==> src/rtl/decoder_pkg.sv <==
// Shared types and helpers for the registered 2-to-4 decoder with hold timer.
package decoder_pkg;

   // FSM states: waiting for a code, showing a code, forced off-cycle.
   typedef enum logic [1:0] {
      IDLE = 2'd0,
      HOLD = 2'd1,
      GAP  = 2'd2
   } state_t;

   localparam logic [3:0] ONEHOT_ZERO = 4'b0000;

   // Binary code to one-hot; the result always has exactly one bit set.
   function automatic logic [3:0] decode2to4(input logic [1:0] code);
      return 4'b0001 << code;
   endfunction

endpackage

==> src/rtl/decoder_2to4_hold_hold_timer.sv <==
// Loadable down-counter that times how long a decoded code stays visible.
// Counts down while dec is high and saturates at zero; zero reflects the
// registered count.
module hold_timer #(
   parameter int unsigned W = 20
) (
   input  logic         clk,
   input  logic         rst_n,
   input  logic         load,
   input  logic         dec,
   input  logic [W-1:0] load_val,
   output logic         zero
);

   logic [W-1:0] cnt_r;

   // Count register: load has priority over decrement, saturate at zero.
   always_ff @(posedge clk) begin
      if (!rst_n) begin
         cnt_r <= {W{1'b0}};
      end else if (load) begin
         cnt_r <= load_val;
      end else if (dec && (cnt_r != {W{1'b0}})) begin
         cnt_r <= cnt_r - {{(W-1){1'b0}}, 1'b1};
      end else begin
         cnt_r <= cnt_r;
      end
   end

   assign zero = (cnt_r == {W{1'b0}});

endmodule

==> src/rtl/decoder_2to4_hold.sv <==
// Registered 2-to-4 decoder that holds each accepted code on D for
// HOLD_CYCLES cycles, then forces one off-cycle before accepting again.
// Optional macro DEC_RETRIGGER_EN: a valid code during HOLD restarts the
// hold with the new code (ready is then also high in HOLD).
module decoder_2to4_hold
   import decoder_pkg::*;
#(
   parameter int unsigned HOLD_CYCLES = 1_000_000,
   parameter int unsigned CNT_W       = 8
) (
   input  logic             clk,
   input  logic             rst_n,
   input  logic [1:0]       Y,
   input  logic             V,
   output logic             ready,
   output logic [3:0]       D,
   output logic             busy,
   output logic [CNT_W-1:0] evt_cnt
);

   localparam int unsigned   TW     = $clog2(HOLD_CYCLES + 1);
   localparam logic [TW-1:0] RELOAD = TW'(HOLD_CYCLES - 1);

   state_t           state_r;
   state_t           state_s;
   logic [3:0]       d_r;
   logic [3:0]       d_s;
   logic             ready_r;
   logic             ready_s;
   logic             busy_r;
   logic             busy_s;
   logic [CNT_W-1:0] evt_cnt_r;
   logic             accept_s;
   logic             dec_s;
   logic             zero_s;

   hold_timer #(
      .W (TW)
   ) u_hold_timer (
      .clk      (clk),
      .rst_n    (rst_n),
      .load     (accept_s),
      .dec      (dec_s),
      .load_val (RELOAD),
      .zero     (zero_s)
   );

   // Next state, accept/decrement strobes and next values of the output flops.
   always_comb begin
      state_s  = state_r;
      accept_s = 1'b0;
      dec_s    = 1'b0;
      case (state_r)
         IDLE: begin
            if (V) begin
               accept_s = 1'b1;
               state_s  = HOLD;
            end else begin
               state_s  = IDLE;
            end
         end
         HOLD: begin
`ifdef DEC_RETRIGGER_EN
            if (V) begin
               accept_s = 1'b1;
               state_s  = HOLD;
            end else if (zero_s) begin
               state_s  = GAP;
            end else begin
               dec_s    = 1'b1;
               state_s  = HOLD;
            end
`else
            if (zero_s) begin
               state_s  = GAP;
            end else begin
               dec_s    = 1'b1;
               state_s  = HOLD;
            end
`endif
         end
         GAP: begin
            state_s = IDLE;
         end
         default: begin
            state_s = IDLE;
         end
      endcase

      if (accept_s) begin
         d_s = decode2to4(Y);
      end else if (state_s == HOLD) begin
         d_s = d_r;
      end else begin
         d_s = ONEHOT_ZERO;
      end

`ifdef DEC_RETRIGGER_EN
      ready_s = (state_s == IDLE) || (state_s == HOLD);
`else
      ready_s = (state_s == IDLE);
`endif
      busy_s = (state_s != IDLE);
   end

   // State and output registers so every output comes straight from a flop.
   always_ff @(posedge clk) begin
      if (!rst_n) begin
         state_r   <= IDLE;
         d_r       <= ONEHOT_ZERO;
         ready_r   <= 1'b1;
         busy_r    <= 1'b0;
         evt_cnt_r <= {CNT_W{1'b0}};
      end else begin
         state_r <= state_s;
         d_r     <= d_s;
         ready_r <= ready_s;
         busy_r  <= busy_s;
         if (accept_s) begin
            evt_cnt_r <= evt_cnt_r + CNT_W'(1);
         end else begin
            evt_cnt_r <= evt_cnt_r;
         end
      end
   end

   assign D       = d_r;
   assign ready   = ready_r;
   assign busy    = busy_r;
   assign evt_cnt = evt_cnt_r;

endmodule

==> config.mk <==
export PLATFORM = sky130hd
export DESIGN_NAME = decoder_2to4_hold
export DESIGN_NICKNAME = d
export VERILOG_FILES = /design/src/rtl/decoder_pkg.sv /design/src/rtl/decoder_2to4_hold_hold_timer.sv /design/src/rtl/decoder_2to4_hold.sv
export SDC_FILE = /design/constraint.sdc
export NUM_CORES = 1
export LEC_CHECK = 0
export CAP_MARGIN = 40
export CORE_MARGIN = 5
export CORE_UTILIZATION = 30
export CTS_BUF_LIST = sky130_fd_sc_hd__clkbuf_2
export CTS_CLUSTER_DIAMETER = 40
export DETAILED_ROUTE_END_ITERATION = 10
export GPL_ROUTABILITY_DRIVEN = 0
export PLACE_DENSITY = 0.57
export REMOVE_ABC_BUFFERS = 1
export SYNTH_ARGS = -nofsm -noshare
export SYNTH_HDL_FRONTEND = slang
export SYNTH_SLANG_ARGS = --single-unit
==> constraint.sdc <==
create_clock -name clk -period 2.5 [get_ports clk]
set_input_delay 0.5 -clock clk [delete_from_list [all_inputs] [get_ports clk]]
set_output_delay 0.5 -clock clk [all_outputs]
set_load 0.01 [all_outputs]
# Yosys cells after proc, flatten, opt, wreduce, memory -nomap -nowiden
# Index checks and enable logic that the tools add are counted.
# totals
input_bits	5
elab_cells	33
regBits	36
out_inout_bits	14
# op_classes
n_mux	11
n_eq_ne	3
n_shift	1
n_bitwise	1
n_addsub	2
n_reduce_logical	8
# op_table
cell	n
$mux W20	2
$logic_not A20 Y1	1
$reduce_bool A20 Y1	1
$sub A20 B1 Y20 const B	1
$add A8 B1 Y8 const B	1
$mux W4	2
$mux W1	5
$eq A2 B1 Y1 const B	2
$logic_not A2 Y1	2
$pmux W2 S2	1
$reduce_bool A2 Y1	2
$shl A1 B2 Y4 const A	1
$mux W2	1
$ne A2 B2 Y1 const B	1
$reduce_or A2 Y1	1
$logic_and A1 B1 Y1	1
$not A1 Y1	1

# Logic depth before layout (Yosys ltp)
# Gate-level depths: netlist of run 1.
# depth
ltp_word	6
ltp_mapped	9
ltp_nobuf	7

# Modules after synthesis
# From an unflattened synthesis of run 1, not the netlist that was laid out.
# hier_totals
hier_cells	221
hier_area_um2	1878.1
# by_module_without_submodules
module	cells_per_inst	instances	seq_area_each_um2	area_each_um2
hold_timer	151	1	400.4	1237.4
decoder_2to4_hold	70	1	320.3	640.6

# Worst setup path before layout of run 1
# OpenSTA, ideal clock, no wires.
# synth_path
kind	reg2reg
startpoint	register u_hold_timer.cnt_r[9]
endpoint	register u_hold_timer.cnt_r[11]
slack_ps	387
path_stages_with_launch	8
period_less_slack_ps	2113
path_buffers	2
t_arrival_ps	1993
setup_ps	121
t_required_ps	2379
path_cell_list	dfxtp_1 > or4_1 > buf_2 > or4_1 > clkbuf_1 > o211ai_1 > xor2_1 > nor2_1
# synth_via
elab_chain_len	4
elab_cells_between_ends	6
cone_classes	1 x add/sub; 2 x mux; 3 x reduce/logical
# synth_lines
item	line_no	rtl
from (decl)	decoder_2to4_hold_hold_timer.sv:15	logic [W-1:0] cnt_r;
from (signal assigned)	decoder_2to4_hold_hold_timer.sv:20	cnt_r <= {W{1'b0}};
from (signal assigned)	decoder_2to4_hold_hold_timer.sv:22	cnt_r <= load_val;
from (signal assigned)	decoder_2to4_hold_hold_timer.sv:24	cnt_r <= cnt_r - {{(W-1){1'b0}}, 1'b1};
parallel branches: the longest is 4 deep, another holds $sub A20 B1 Y20	--	
# Parallel ways; which one is timed is not known.
# A chain may end at the register's enable or synchronous reset.

# Final worst setup path of run 1
# layout_path
startpoint	register u_hold_timer.cnt_r[9]
endpoint	register u_hold_timer.cnt_r[9]
# layout_via
elab_chain_len	5
elab_cells_between_ends	9
cone_classes	1 x add/sub; 4 x mux; 4 x reduce/logical
# layout_lines
item
parallel branches: the longest is 5 deep, another holds $sub A20 B1 Y20
# Parallel ways; which one is timed is not known. The select of a mux whose other input is x is not followed.

==> results of run 1 <==
[routing by layer]
metal | part of all wire [%] | vias to the layer above | track usage, % | routed length (um)
met5 | 0 | - | 0 | 0
met4 | 1.9 | 0 | 4.82 | 65
met3 | 4.9 | 6 | 2.67 | 166
met2 | 43 | 26 | 16.3 | 1450
met1 | 50 | 614 | 14.1 | 1680
li1 | - | 709 | - | -
[cell families after synthesis]
group	after synthesis	synth area share, %
compound gates	33	12.0
xor+xnor	19	10.2
fa+ha+maj	2	1.54
buf+inv	15	3.54
flops	36	44.4
mux	1	0.693
simple gates	80	27.6
[through the flow]
| step | instances | hold WS [ps] | cell area (sq um) |
|---|---|---|---|
| 2_1_floorplan | 177 | 467 | 1590 |
| 3_3_place_gp | 273 | 467 | 1920 |
| 3_5_place_dp | 273 | 460 | 1920 |
| 4_1_cts | 281 | 489 | 1960 |
| 5_1_grt | 281 | 512 | 1960 |
| 6_report | 281 | 481 | 1960 |
[registers in the layout, indices dropped and copies added (netlist names)]
name / flops
busy: 1
u_hold_timer.cnt_r: 20
evt_cnt: 8
state_r: 2
D: 4
ready: 1
[power by group through the flow]
stage | combinational (mW) | clock, mW | sequential [mW]
after floorplan | 0.150 | 0 | 0.651
after global placement | 0.232 | 0 | 0.653
after detailed placement | 0.229 | 0 | 0.653
after CTS | 0.231 | 0.286 | 0.641
after global routing | 0.259 | 0.311 | 0.649
final | 0.229 | 0.276 | 0.641
[cell type report]
cell class	count	area, sq um
fillers	529	3210
multi-input cells	135	846
flip-flops and latches	36	721
repair buffers	26	240
well taps	70	87.6
clock buffers	5	25.0
inverters	6	22.5
clock inverters	3	18.8
[placed cells by master, fill, tap and decap left out, types with 5 or more instances in the layout]
cell              n
buf_4             8
clkdlybuf4s50_1  18
xnor2_1           8
a21oi_1          18
nor2_1           23
nand2_1          10
inv_1             6
dfxtp_1          36
nor3_1            7
xor2_1           11
clkbuf_2          5
nand3_1           8
[tightest hold or removal path, stage by stage (launching register included)]
cell and delay (ps):
dfxtp_1 350, nand3_1 60, o21ai_1 60
[worst max path at each step]
stage                                        from                            endpoint  depth (start not counted)
6_report       u_hold_timer.cnt_r[9]$_SDFFE_PN0P_  u_hold_timer.cnt_r[9]$_SDFFE_PN0P_                          5
5_1_grt        u_hold_timer.cnt_r[0]$_SDFFE_PN0P_  u_hold_timer.cnt_r[2]$_SDFFE_PN0P_                          8
4_1_cts        u_hold_timer.cnt_r[9]$_SDFFE_PN0P_  u_hold_timer.cnt_r[9]$_SDFFE_PN0P_                          5
3_5_place_dp                                    V             evt_cnt[5]$_SDFFE_PN0P_                          6
3_3_place_gp                                    V             evt_cnt[7]$_SDFFE_PN0P_                          6
2_1_floorplan  u_hold_timer.cnt_r[9]$_SDFFE_PN0P_  u_hold_timer.cnt_r[7]$_SDFFE_PP0P_                          5
==> run metrics, run 1 <==
core area=5170 sq um; Tmin final=2280 ps; WP data required=roughly 2800 ps; Setup violations, final=0; count of cell types in the netlist=39; vias in the first global route=1362; GRT Util Overall=10.7%; first-pass GRT wire length=6.27 mm; final core utilization=37.9%; worst r2r path cells=5; Worst Setup Slack post-DPL=210 ps; post-synthesis sequential area ratio=44.4%; slowest stage delay, CP=670 ps; cts bufs inserted=5; count leader, synth=dfxtp_1; max-cap viol count=0; CTS Hold Bufs=0; most instantiated cells after synthesis=dfxtp_1, nor2_1, a21oi_1; synthesized area=1620 sq um; most frequent CP cell=or4_1; CTS sink cnt=36; Clk pwr share=between 20% and 30%; final worst slack=222 ps; GR Overflow Total=0; Net Sw Frac=31.8%; Pleak=between 0.7 and 0.8 nW; CP Launch Type=flip-flop; Routed Antenna Nets=0; n_diodes=0; Yosys top cell area share=44.4%; # rows=26; CTS max path bufs=2; Area Growth Syn to Fin=20.7%; initial cell density of the core=between 30% and 40%; DR DRC count=0; fmax=between 400 and 500 MHz; critical path class=reg2reg; die footprint=6980 sq um; initial DRC count=73; dpl hpwl=2.44 mm; sink of the worst hold path=D[3]$_SDFFE_PN0P_; Max FO, Critical Path=7; hold violation total from the final report=0; routed wire length=3.36 mm; outcome=completed; Area contributors post-synth=dfxtp_1, xor2_1, a21oi_1; maximum number of pins on one net before global-route repair=23; worst r2r dst=u_hold_timer.cnt_r[9]$_SDFFE_PN0P_; Die Wd=83.6 um; clk_lat worst skew=about 400 ps; Hold Crit Depth=2; Worst Path Buf+Inv=0; RSZ-0062 raised after global routing=no; final-report max-slew violation count=0; CTS tree=done; synth warn=0; Worst Hold Launch=D[3]$_SDFFE_PN0P_; critical path's slowest cell=or4_1; Logic pwr share=between 20% and 30%; DIE HEIGHT=83.6 um; power density cells=just under 600 nW/um^2; boundary pin count=19; iteration count of the initial detailed-routing pass=4; peak supply drop=just over 0.2 mV; NetSw=0.364 mW; Buffers on Ports=18; Post-synth ARST share=0%; initial antenna violation count=0; flop2flop setup slack=about 220 ps; Slew HR=50.8%; Clock Tree Root=clkbuf_2; most common flop cell mapped by yosys=dfxtp_1; Worst-path clk slew=190 ps; Period Utilization, post-route=91.1%; Avg Cell Area, Syn=8.73 sq um; cell family with most CP delay=simple AND/OR/NAND/NOR gates; Worst Setup End Kind=flip-flop; setup TNS=0 ps; Design Power=1.15 mW; Min-Delay Path Class=reg2reg; Resized Gates After CTS=0; skew final=17.7 ps; area leader, netlist=dfxtp_1; Critical Path AT=2550 ps; worst-path cell chain=or4_1 > or4_1 > o21ai_2 > xor2_1 > a21oi_1; worst-margin pin slew=737 ps; Flop pwr share=between 50% and 60%; vias=1355; Yosys reg bits=36; Setup Fix Bufs, Post-CTS=0; WL per Instance=12.0 um; CTS HTree Levels=2; Power Internal=0.781 mW; Final nets=around 220; Worst R2R Start=u_hold_timer.cnt_r[9]$_SDFFE_PN0P_; Post-synth EDFFs=0; Via-to-Cell Ratio=4.82; synthesized instance count=186; layout cells sized above 1=between 10% and 20%
No activity file was read; power rests on OpenSTA's default activity.
==> run 2: changes to the inputs <==
Settings changed: SLEW_MARGIN set to 20.
==> results of run 2 <==
No change in the layout: final DEF, timing and power equal those of run 1.
==> edit 1: new RTL, config.mk and constraints of run 2 <==
Reset style: asynchronous (`rst_n`), changed in 2 clocked blocks.
--- a/src/rtl/decoder_2to4_hold_hold_timer.sv
+++ b/src/rtl/decoder_2to4_hold_hold_timer.sv
@@ -15,7 +15,7 @@
    logic [W-1:0] cnt_r;
 
    // Count register: load has priority over decrement, saturate at zero.
-   always_ff @(posedge clk) begin
+   always_ff @(posedge clk or negedge rst_n) begin
       if (!rst_n) begin
          cnt_r <= {W{1'b0}};
       end else if (load) begin
--- a/src/rtl/decoder_2to4_hold.sv
+++ b/src/rtl/decoder_2to4_hold.sv
@@ -104,7 +104,7 @@
    end
 
    // State and output registers so every output comes straight from a flop.
-   always_ff @(posedge clk) begin
+   always_ff @(posedge clk or negedge rst_n) begin
       if (!rst_n) begin
          state_r   <= IDLE;
          d_r       <= ONEHOT_ZERO;
Formal check against the unedited RTL: differs if rst_n is asserted again (counterexample within 4 cycles, from zero or initial values and one cycle with rst_n low); with rst_n held inactive, the same outputs for 10 cycles.
==> edit 1 against run 2 <==
Sequential cell count unchanged; count of clock-buffer cells in the layout stayed put; area after synthesis is 11% higher; design area rose by 8.7%; setup slack better by 270 ps; routed wire length rose by 8.0%; cell count decreased by 3.6%.
Power is not compared: it rests on default switching activity, and its combinational part moved more than twofold at a synthesized area within 25%.
==> edit 1: results (changes against run 2) <==
metric	value	unit	change
ratio of cells with drive above 1 in the final layout	12.2	%	-0.077 points
Post-synth ARST share	100	%	+100 points
WL met2	1.63	mm	+12%
Routed WL per cell	13.4	um	+12%
Inverters	8		+2
seq_cells	36		unchanged
Post-Synth XOR/XNOR Area	3.41	%	-6.8 points
worst-margin pin slew	485	ps	-252 ps
outcome	finished, final reports clean		
H-Tree Depth	2		unchanged
Port Buffers	18		unchanged
unique cell type count in the Yosys netlist	42		+7.7%
top area cells in the synthesized netlist	dfrtp_1 (49%), mux2i_1 (6.7%), o21ai_0 (3.1%)		
multi-input gates	124		-8.1%
Synth top cells by count	dfrtp_1 (35), nand2_1 (13), nor2_1 (13)		
sequential cell area fraction in the yosys report	50.1	%	+5.8 points
Total GRT Usage	10.7	%	about the same
DP Area	2090	um2	+9.0%
Synth Area in Adders	2.09	%	+0.55 points
clock skew	13.5	ps	-4.17 ps
clk tree area frac	1.53	%	-0.71 points
Starting DRT DRC Count	40		-45%
CP max stage delay	470	ps	-200 ps
multiplexer area fraction after synthesis	6.68	%	+6.0 points
Critical Path Fanout Max	9		+2
clk_lat worst skew	380	ps	-20 ps
Non-clk bufs	21		-19%
DP HPWL	2.57	mm	+5.5%
compound-cell area share of the yosys netlist	9.81	%	-2.2 points
met1 wire length	1.82	mm	+8.1%
global-route wire length before repair	6.36	mm	+1.4%
hold_buf cts	1		+1
multi-input combinational area share	40.4	%	-2.8 points
fin nets	204		-6.0%
-- edit 1: changes by cell type after synthesis, sizes merged, moves of 7 or more --
cell,run 2,this run
mux2i,0,12
dfrtp,0,35
xor2,11,1
a21oi,18,4
dfxtp,36,0
o21ai,4,11
nor2,23,13
-- edit 1: report_power, final --
group          switching [mW]  internal [mW]
Sequential            0.00766          0.589
Clock                   0.192         0.0577
Combinational          0.0204         0.0172
Total                   0.220          0.663
-- edit 1: path summary, 6_finish.rpt --
check	startpoint	to	slack, ps	cells past startpoint
max in group asynchronous	rst_n	u_hold_timer.cnt_r[10]$_DFFE_PN0P_	1570	3
worst min-delay path	evt_cnt[7]$_DFFE_PN0N_	evt_cnt[7]$_DFFE_PN0N_	490	1
min in group asynchronous	rst_n	u_hold_timer.cnt_r[5]$_DFFE_PN0P_	500	2
worst min register to register	evt_cnt[7]$_DFFE_PN0N_	evt_cnt[7]$_DFFE_PN0N_	490	1
worst max register to register	u_hold_timer.cnt_r[0]$_DFFE_PN0P_	u_hold_timer.cnt_r[15]$_DFFE_PN0P_	490	6
worst max-delay path	u_hold_timer.cnt_r[0]$_DFFE_PN0P_	u_hold_timer.cnt_r[15]$_DFFE_PN0P_	490	6
-- edit 1: metrics by stage --
step	instances	utilization, %
6_report	271	36.2
5_1_grt	271	36.2
4_1_cts	271	36.2
3_5_place_dp	263	35.5
3_3_place_gp	262	35.2
2_1_floorplan	168	-
-- edit 1: layer usage --
metal,vias to the layer above,track usage [%]
met4,0,3.49
met2,19,15.8
met3,6,3.60
met5,-,0
li1,674,-
met1,662,14.6
==> edit 2: new RTL, settings of run 2 <==
Made on the original files. Add a define of `DEC_RETRIGGER_EN`.
--- a/src/rtl/decoder_2to4_hold.sv
+++ b/src/rtl/decoder_2to4_hold.sv
@@ -2,6 +2,8 @@
 // HOLD_CYCLES cycles, then forces one off-cycle before accepting again.
 // Optional macro DEC_RETRIGGER_EN: a valid code during HOLD restarts the
 // hold with the new code (ready is then also high in HOLD).
+`define DEC_RETRIGGER_EN
+
 module decoder_2to4_hold
    import decoder_pkg::*;
 #(
Check against the original RTL: not equivalent (Yosys sat finds a counterexample within 4 cycles, from zero or initial values and one cycle with rst_n low).
==> edit 2 against run 2 <==
Area after synthesis rose by 4.2%; routed wire length rose by 5.9%; design area rose by 5.1%; setup slack improved by 230 ps; power barely moved; sequential cell count did not move; first-iteration DRC count fell by 58%; count of clock-buffer cells in the layout rose by 1; hold slack improved by 35 ps; critical endpoint is now u_hold_timer.cnt_r[3]$_SDFFE_PN0P_; largest cell class unchanged.
==> edit 2: results (changes against run 2) <==
metric	value	unit	change
outcome	finished, final reports clean		
met3 Resource Use GR	3.01	%	+0.34 points
Non-clk bufs	25		-3.8%
clk_lat worst skew	380	ps	-20 ps
leakage	0.720	nW	+0.43%
Starting DRT DRC Count	31		-58%
syn avg cell area	8.96	um2	+2.6%
WP data arrival	2360	ps	-190 ps
dpl ws	98.6	ps	-112 ps
CP max stage delay	580	ps	-90 ps
largest net degree at the start of global routing	15		-35%
met1 wire length	1.77	mm	+5.5%
met1 GRT Util	13.6	%	-0.50 points
clk tree area frac	3.16	%	+0.92 points
vias in the first global route	1342		-1.5%
ratio of cells with drive above 1 in the final layout	9.68	%	-2.6 points
hold_sp	state_r[0]$_SDFF_PN0_		
global-route wire length before repair	6.22	mm	-0.89%
power share of the clock group	31.6	%	+7.5 points
DP Area	2000	um2	+4.1%
Seq area share	35.0	%	-1.8 points
Gate power share	13.9	%	-6.1 points
WL met2	1.63	mm	+12%
Vias per Instance	4.84		+0.46%
Crit Reg-Reg Endpoint	u_hold_timer.cnt_r[3]$_SDFFE_PN0P_		
Data buffer area share	11.3	%	-0.96 points
top area cells in the synthesized netlist	dfxtp_1 (43%), xor2_1 (5.7%), a21oi_1 (4.7%)		
DP HPWL	2.54	mm	+4.2%
net switching power	0.299	mW	-18%
# placed instances	281		+2.9%
Synth top cells by count	dfxtp_1 (36), nor2_1 (21), a21oi_1 (16)		
area grow syn2layout	21.7	%	
multi-input gates	144		+6.7%
worst-margin pin slew	590	ps	-148 ps
sequential cell area fraction in the yosys report	42.6	%	-1.8 points
vias	1400		+3.3%
unique cell type count in the Yosys netlist	40		+2.6%
## edit 2: worst max-delay path by stage
| stage | from | to | slack [ps] |
|---|---|---|---|
| 2_1_floorplan | u_hold_timer.cnt_r[9]$_SDFFE_PN0P_ | u_hold_timer.cnt_r[3]$_SDFFE_PN0P_ | 560 |
| 3_3_place_gp | V | u_hold_timer.cnt_r[17]$_SDFFE_PN0P_ | 120 |
| 3_5_place_dp | V | u_hold_timer.cnt_r[19]$_SDFFE_PN0P_ | 100 |
| 4_1_cts | u_hold_timer.cnt_r[9]$_SDFFE_PN0P_ | u_hold_timer.cnt_r[3]$_SDFFE_PN0P_ | 420 |
| 5_1_grt | u_hold_timer.cnt_r[3]$_SDFFE_PN0P_ | u_hold_timer.cnt_r[3]$_SDFFE_PN0P_ | 260 |
| 6_report | u_hold_timer.cnt_r[9]$_SDFFE_PN0P_ | u_hold_timer.cnt_r[3]$_SDFFE_PN0P_ | 450 |
